--- config.mk ---
export PLATFORM = sky130hd
export DESIGN_NAME = reg_file_sb
export DESIGN_NICKNAME = d
export VERILOG_FILES = /design/src/rtl/reg_file_sb.sv
export SDC_FILE = /design/constraint.sdc
export NUM_CORES = 2
export LEC_CHECK = 0
export CELL_PAD_IN_SITES_DETAIL_PLACEMENT = 1
export CELL_PAD_IN_SITES_GLOBAL_PLACEMENT = 2
export CORE_MARGIN = 1.5
export CORE_UTILIZATION = 41
export DETAILED_ROUTE_END_ITERATION = 7
export PLACE_DENSITY = 0.88
export SYNTH_ARGS = -nofsm -noshare
export SYNTH_HDL_FRONTEND = slang
export SYNTH_SLANG_ARGS = --single-unit
--- constraint.sdc ---
create_clock -name clk -period 2.8 [get_ports clk]
set_input_delay 0.56 -clock clk [delete_from_list [all_inputs] [get_ports clk]]
set_output_delay 0.56 -clock clk [all_outputs]
set_load 0.005 [all_outputs]
--- src/rtl/reg_file_sb.sv ---
// 2-read/1-write register file with write-through bypass, per-register pending-write
// scoreboard for RAW hazard detection, and a sequential clear-sweep FSM.
module reg_file_sb #(
  parameter int DATA_W   = 32,
  parameter int ADDR_W   = 5,
  parameter bit ZERO_REG = 1'b1,
  parameter bit BYPASS   = 1'b1
) (
  input  logic              clk,
  input  logic              rst_n,
  input  logic              we,
  input  logic [ADDR_W-1:0] wa,
  input  logic [DATA_W-1:0] wd,
  input  logic [ADDR_W-1:0] ra1,
  input  logic [ADDR_W-1:0] ra2,
  output logic [DATA_W-1:0] rd1,
  output logic [DATA_W-1:0] rd2,
  input  logic              sb_set,
  input  logic [ADDR_W-1:0] sb_addr,
  output logic              hazard1,
  output logic              hazard2,
  input  logic              clr,
  output logic              clr_busy
);

  localparam int unsigned DEPTH = 2 ** ADDR_W;
  localparam logic [ADDR_W-1:0] LAST = '1;

  typedef enum logic {IDLE, CLEAR} state_t;

  state_t            state, state_nxt;
  logic [DATA_W-1:0] mem [DEPTH];
  logic [DEPTH-1:0]  pending;
  logic [ADDR_W-1:0] count;

  logic idle;
  logic wr_zero, sb_zero, rd1_zero, rd2_zero;
  logic byp1, byp2;

  assign idle     = (state == IDLE);
  assign wr_zero  = ZERO_REG && (wa == '0);
  assign sb_zero  = ZERO_REG && (sb_addr == '0);
  assign rd1_zero = ZERO_REG && (ra1 == '0);
  assign rd2_zero = ZERO_REG && (ra2 == '0);
  assign byp1     = BYPASS && idle && we && (wa == ra1);
  assign byp2     = BYPASS && idle && we && (wa == ra2);
  assign clr_busy = (state == CLEAR);

  always_ff @(posedge clk or negedge rst_n) begin
    if (!rst_n) begin
      state <= IDLE;
    end else begin
      state <= state_nxt;
    end
  end

  always_comb begin
    state_nxt = state;
    case (state)
      IDLE:    if (clr) state_nxt = CLEAR;
      CLEAR:   if (count == LAST) state_nxt = IDLE;
      default: state_nxt = IDLE;
    endcase
  end

  // Scoreboard set is applied after the write-back clear so a new producer wins.
  always_ff @(posedge clk or negedge rst_n) begin
    if (!rst_n) begin
      for (int unsigned i = 0; i < DEPTH; i++) begin
        mem[i] <= '0;
      end
      pending <= '0;
      count   <= '0;
    end else if (idle) begin
      if (we && !wr_zero) begin
        mem[wa]     <= wd;
        pending[wa] <= 1'b0;
      end
      if (sb_set && !sb_zero) begin
        pending[sb_addr] <= 1'b1;
      end
      if (clr) begin
        count <= '0;
      end
    end else begin
      mem[count]     <= '0;
      pending[count] <= 1'b0;
      count          <= count + 1'b1;
    end
  end

  always_comb begin
    rd1 = mem[ra1];
    if (rd1_zero)  rd1 = '0;
    else if (byp1) rd1 = wd;
  end

  always_comb begin
    rd2 = mem[ra2];
    if (rd2_zero)  rd2 = '0;
    else if (byp2) rd2 = wd;
  end

  assign hazard1 = idle && pending[ra1] && !byp1 && !rd1_zero;
  assign hazard2 = idle && pending[ra2] && !byp2 && !rd2_zero;

endmodule

Word-level counts from Yosys, hierarchy flattened
Index checks and enable logic that the tools add are counted.
Storage, ports and cells
  register bits: 1062
  bits in writable memories: 0
  ROM bits: 0
  latch bits: 0
  bits of input ports: 57
  memories: 0
  output and inout bits: 67
  word-level logic and storage cells: 129
Operators by class
  equality and inequality tests: 3
  multiply operators: 0
  reductions and logical operators: 28
  $lt $le $gt $ge: 14
  divide/modulo/power cells: 0
  bitwise logic cells: 12
  muxes and demuxes: 36
  shift-type cells: 0
  $add $sub $neg: 1
Operator list (count)
  $mux 1024: 2
  $and 1024x1024->1024: 1
  $bwmux 1024: 1
  $not 1024->1024: 1
  $mux 32: 14
  $bmux 32 s5: 2
  $demux 32 s5: 2
  $and 32x32->32: 2
  $not 32->32: 2
  $or 32x32->32: 1
  $lt 5x6->1 const B: 5
  $ge 6x6->1 const B: 4
  $not 5->6: 4
  $logic_not 5->1: 4
  $logic_and 1x1->1: 16
  $demux 1 s5: 3
  $ge 5x1->1 const B: 3
  $lt 6x1->1 const B: 2
  $bmux 1 s5: 2
  $eq 5x5->1: 2
  $mux 5: 2
  $mux 1: 7
  $logic_not 1->1: 6
  $add 5x1->5 const B: 1
  other kinds (4): 5

Longest topological paths before layout
  word-level depth: 11
  mapped depth: 11
  depth with buffers taken out: 5

Worst setup path before layout
No wires, ideal clock.
  path type: input-to-output
  from: input port ra1[0]
  to: output port rd1[18]
  slack: 0.033 ns
  arrival: 2.207 ns
  stages: 7
  path buffers: 3
  required time: 2.240 ns
  cells stage by stage: buf_4 buf_4 buf_2 mux4_2 a22oi_1 a21oi_1 a221o_1
Between the ends
  longest elaborated chain between the ends: 6
  elaborated cells between the ends (all ways): 9
  classes of those cells: eq/ne (1); mux (5); bitwise (1); reduce/logical (2)
RTL lines
  start: declaration: line 14  | input logic [ADDR_W-1:0] ra1,
  $not 5->6 (not written as such): line 93  | rd1 = mem[ra1];
  $bmux 32 s5: line 93
  $mux 32 (not written as such) (2 in a row): line 93
  $mux 32: line 95  | else if (byp1) rd1 = wd;
  $mux 32 (*): line 94  | if (rd1_zero) rd1 = '0;
  end: declaration: line 16  | output logic [DATA_W-1:0] rd1,
Mark *: on every way between the ends. The rest lies on a longest branch, timed or not. The select of a mux whose other input is x is not followed.

Worst setup path in the final report
  from: register state (netlist: clr_busy)
  to: output port rd2[30]
Between the ends
  longest elaborated chain between the ends: 5
RTL lines
  start: declaration: line 31  | state_t state, state_nxt;
  start signal: assignment: line 53  | state <= state_nxt;
  $not 1->1: line 40  | assign idle = (state == IDLE);
  $logic_and 1x1->1 (2 in a row): line 46  | assign byp2 = BYPASS && idle && we && (wa == ra2);
  $mux 32: line 101  | else if (byp2) rd2 = wd;
  $mux 32: line 100  | if (rd2_zero) rd2 = '0;
  end: declaration: line 17  | output logic [DATA_W-1:0] rd2,
No other way between the ends.

==> impl_summary.txt <==
----------------------------------------------------
[Setup path]
  Largest fanout on the critical path ... 4
  Worst Setup Start Kind ... flop
  Slowest Stage Delay on Critical Path ... 0.48 ns
  Critical path, cell by cell ... buf_6 -> nand2b_4 -> or3_4 -> or2_4 -> buf_4 -> buf_16 -> o211ai_1 -> o211a_1 -> buf_2
  Slack of the worst reg-to-reg path ... 0.09 ns
  Slowest CP cell ... dfrtp_2
  Path depth of the worst reg2reg path ... 8
  Type of the worst setup path ... reg -> out
  Required time at the worst-slack endpoint ... 2.24 ns
  Worst r2r src ... clr_busy$_DFF_PN0_
  CP arrival ... 3.22 ns
  Critical Path End Type ... primary output
  End of the critical path ... rd2[30]
  Crit. Startpoint ... clr_busy$_DFF_PN0_
  Endpoint of the most critical register-to-register path ... mem[190]$_DFFE_PN0P_

[Pwr]
  Share of power burned in combinational logic ... 0.248
  Cell area power density ... 639.1 mW/mm²
  Clock Power Share ... 0.360
  Internal power ... 31.07 mW
  NetSw ... 15.20 mW
  Max rail drop VDD ... 0.5401 mV
  Sw Share ... 0.3286
  Register share of total power ... 0.392
  Leakage component of the power ... 32.95 nW

[Drt]
  Average routed wire per standard cell ... 44.28 µm
  Avg Vias per Cell ... 7.893
  Number of design-rule violations left by the first detailed-router iteration ... 8,897
  Drc violations ... 13
  Wire length after detailed routing ... 299.3 mm
  Number of nets with antenna violations after detailed routing ... 0
  Vias post-DR ... 53,360
  Detailed Routing Iterations Pass 1 ... 8

[GRT]
  Leftover overflow at the end of global routing ... 0
  First-pass GRT wire length ... 417.4 mm
  Total global-route track usage ... 0.4264
  Antenna violations before repair ... 24
  Via count of the first global-routing pass ... 54,660
  Pin count of the biggest net entering global routing ... 102

[Clock network]
  Clock Root Buffer ... clkbuf_16
  CTS sink cnt ... 1,062
  CTS tree ... done
  Clock buffer depth ... 3
  Number of CTS-inserted buffers ... 113
  CTS H-tree lvls ... 3
  Insertion delay to the later sink of the worst-skew pair ... 0.80 ns
  Clock transition time at the flip-flop clock pins of the worst setup and hold paths ... 0.07 ns

[Finish]
  Multi-input logic area ... 0.02805 mm²
  Area taken by flip-flops and latches ... 0.02658 mm²
  Count of fill cells added during filler insertion ... 13,050
  Ratio of cells with drive above 1 in the final layout ... 0.3866
  Area of all placed cells without fillers ... 0.07241 mm²
  Non-filler instance count after layout ... 6,760
  Top library cells by usage in the layout, fill and taps aside ... 1,060 x dfrtp_1, 1,043 x a22o_1, 721 x buf_4
  Area delta synth->final ... 30.07%
  Core occupancy in the finished layout ... 0.5359
  Number of nets at the end of the flow ... 4,931
  Leading cell type in the layout, fill and taps excluded ... dfrtp_1

[Synth]
  Post-synth design cell area ... 0.05567 mm²
  Fraction of registers with async set or reset after synthesis ... 1.000
  Syn avg cell area ... 13.31 µm²
  Gate count of the mapped netlist ... 4,184
  Sequential fraction of the synthesis area ... 0.4774
  Yosys warning count ... 0
  Number of distinct standard cells referenced by the synthesized netlist ... 74
  Net Count, Synth ... 4,246
  Ys flop type ... dfrtp_1
  Count of flip-flops with a built-in enable after synthesis ... 0
  Number of storage elements in the synthesis netlist ... 1,062

[STA]
  Setup repair after global routing missed its margin ... true
  Total count of max-transition violations in the final report ... 0
  Min Clock Period, post-route ... 3.776 ns
  Setup violation total in the final timing report ... 66
  PnR worst setup slack ... -0.9755 ns
  Number of hold-slack violations in the final timing report ... 0
  Slew Limit Headroom ... 0.2557
  Highest clock frequency the design can meet ... 0.2649 GHz
  Post-Route Skew ... 0.03470 ns
  Transition time at the pin with the least slew margin ... 1.108 ns
  Final cycle utilization of the critical path ... 1.348

[Placed design]
  Detailed placement HPWL ... 180.4 mm
  Cell area after placement ... 0.06616 mm²
  Number of port buffers ... 123
  Instance count after placement with tap cells included ... 6,409
  Gp weighted congestion ... 0.9805

[Floorplanning]
  Effective utilization at floorplan ... 0.4120
  Chip width ... 371.5 µm
  Boundary pin count ... 124
  Die Outline Area ... 0.1380 mm²
  Site Rows ... 135
  Die span in y ... 371.5 µm
  Area of the core region ... 0.1351 mm²

[Status]
  Result of the run ... finished, violations left
  Violations in the final reports ... DRC, setup timing

[Run]
  Count of maximum capacitance violations ... 0

[Min path]
  Worst min-delay path category ... in -> async

----------------------------------------------------
==> how the worst min path moves through the flow <==
stage | startpoint | end | slack (ns) | cells after the start
detailed placement | mem[1023]$_DFFE_PN0P_ | mem[1023]$_DFFE_PN0P_ | 0.49 | 1
finish | rst_n | mem[754]$_DFFE_PN0P_ | 0.36 | 2
floorplan | rst_n | clr_busy$_DFF_PN0_ | 0.26 | 0
global placement | mem[1004]$_DFFE_PN0P_ | mem[1004]$_DFFE_PN0P_ | 0.48 | 1
CTS | rst_n | mem[973]$_DFFE_PN0P_ | 0.37 | 2
global route | rst_n | mem[754]$_DFFE_PN0P_ | 0.37 | 2
==> final cells by class <==
class	instances	area share
tap	1781	0.03077
timing repair buffer	1120	0.1589
sequential	1062	0.3670
clock inverter	53	0.009244
clock buffer	154	0.04565
multi-input combinational	2565	0.3874
antenna	18	0.0006221
inverter	7	0.0004147
==> per-layer routing <==
layer	wire length, µm	track usage
met1	96440	0.4968
met2	121700	0.5851
met5	362	0.002797
met4	29880	0.3407
met3	50940	0.2206
==> power by group through the flow <==
stage	Combinational, mW	Sequential [mW]	Clock (mW)
floorplan	4.82	17.7	0
global placement	9.80	18.1	0
detailed placement	10.1	18.2	0
CTS	10.6	18.0	16.4
global route	11.4	18.2	17.1
finish	11.5	18.2	16.7
==> flip-flops by register name, summed over array words and instances (netlist names) <==
name and flops:
clr_busy 1, count 5, pending 32, mem 1024
==> worst max-delay path, delay by kind of cell (launching register included) <==
family | cells | cell delay (ns)
buffers and inverters | 4 | 0.61
and+or+nand+nor | 3 | 0.84
AOI/OAI and AO/OA | 2 | 0.46
DFF | 1 | 0.48
==> synthesized netlist by cell type (all sizes together) (18+ instances only) <==
cell type,number,area share
a21oi,62,0.0056
o22ai,49,0.0055
o22a,19,0.0030
a221oi,84,0.013
mux2i,245,0.044
o211ai,23,0.0032
mux4,405,0.16
a31oi,18,0.0020
buf,205,0.024
a22oi,80,0.011
dfrtp,1062,0.48
nor2,83,0.0056
clkbuf,345,0.023
nand3,30,0.0028
mux2,19,0.0038
and2,38,0.0043
a22o,1044,0.16
nor3,26,0.0025
o21ai,65,0.0058
nand2b,30,0.0034
nand2,65,0.0044
==> timing repair <==
action / in CTS / in global routing
resized for setup: 505 / 86
cloned: 5 / 3
endpoints found under the setup margin: 67 / 67
pin swaps: 82 / 49
endpoints found under the hold margin: 27 / 0
hold buffers: 1 / 0
setup buffers: 101 / 35
==> cells by family (layout without fill, tap and decap cells) <==
group | after synthesis | count (layout) | synth area share
fa+ha+maj | 5 | 5 | 0.001124
mux | 669 | 669 | 0.2118
other cells | 0 | 18 | 0
xor+xnor | 12 | 12 | 0.001888
buf+inv | 557 | 1334 | 0.04769
compound gates | 1538 | 1538 | 0.2283
simple gates | 341 | 341 | 0.03180
flops | 1062 | 1062 | 0.4774
==> per-stage QoR <==
stage / power (mW) / setup WS [ns] / hold slack (ns) / setup TNS, ns
floorplan: 22.56 / 0.03304 / 0.2644 / 0
detailed placement: 28.34 / -1.703 / 0.4936 / -117.62
finish: 46.28 / -0.9755 / 0.3573 / -46.34
global route: 46.76 / -0.9346 / 0.3701 / -45.07
global placement: 27.89 / -1.727 / 0.4832 / -104.20
CTS: 44.98 / -0.8261 / 0.3713 / -37.91
No activity file was read; power rests on OpenSTA's default activity.
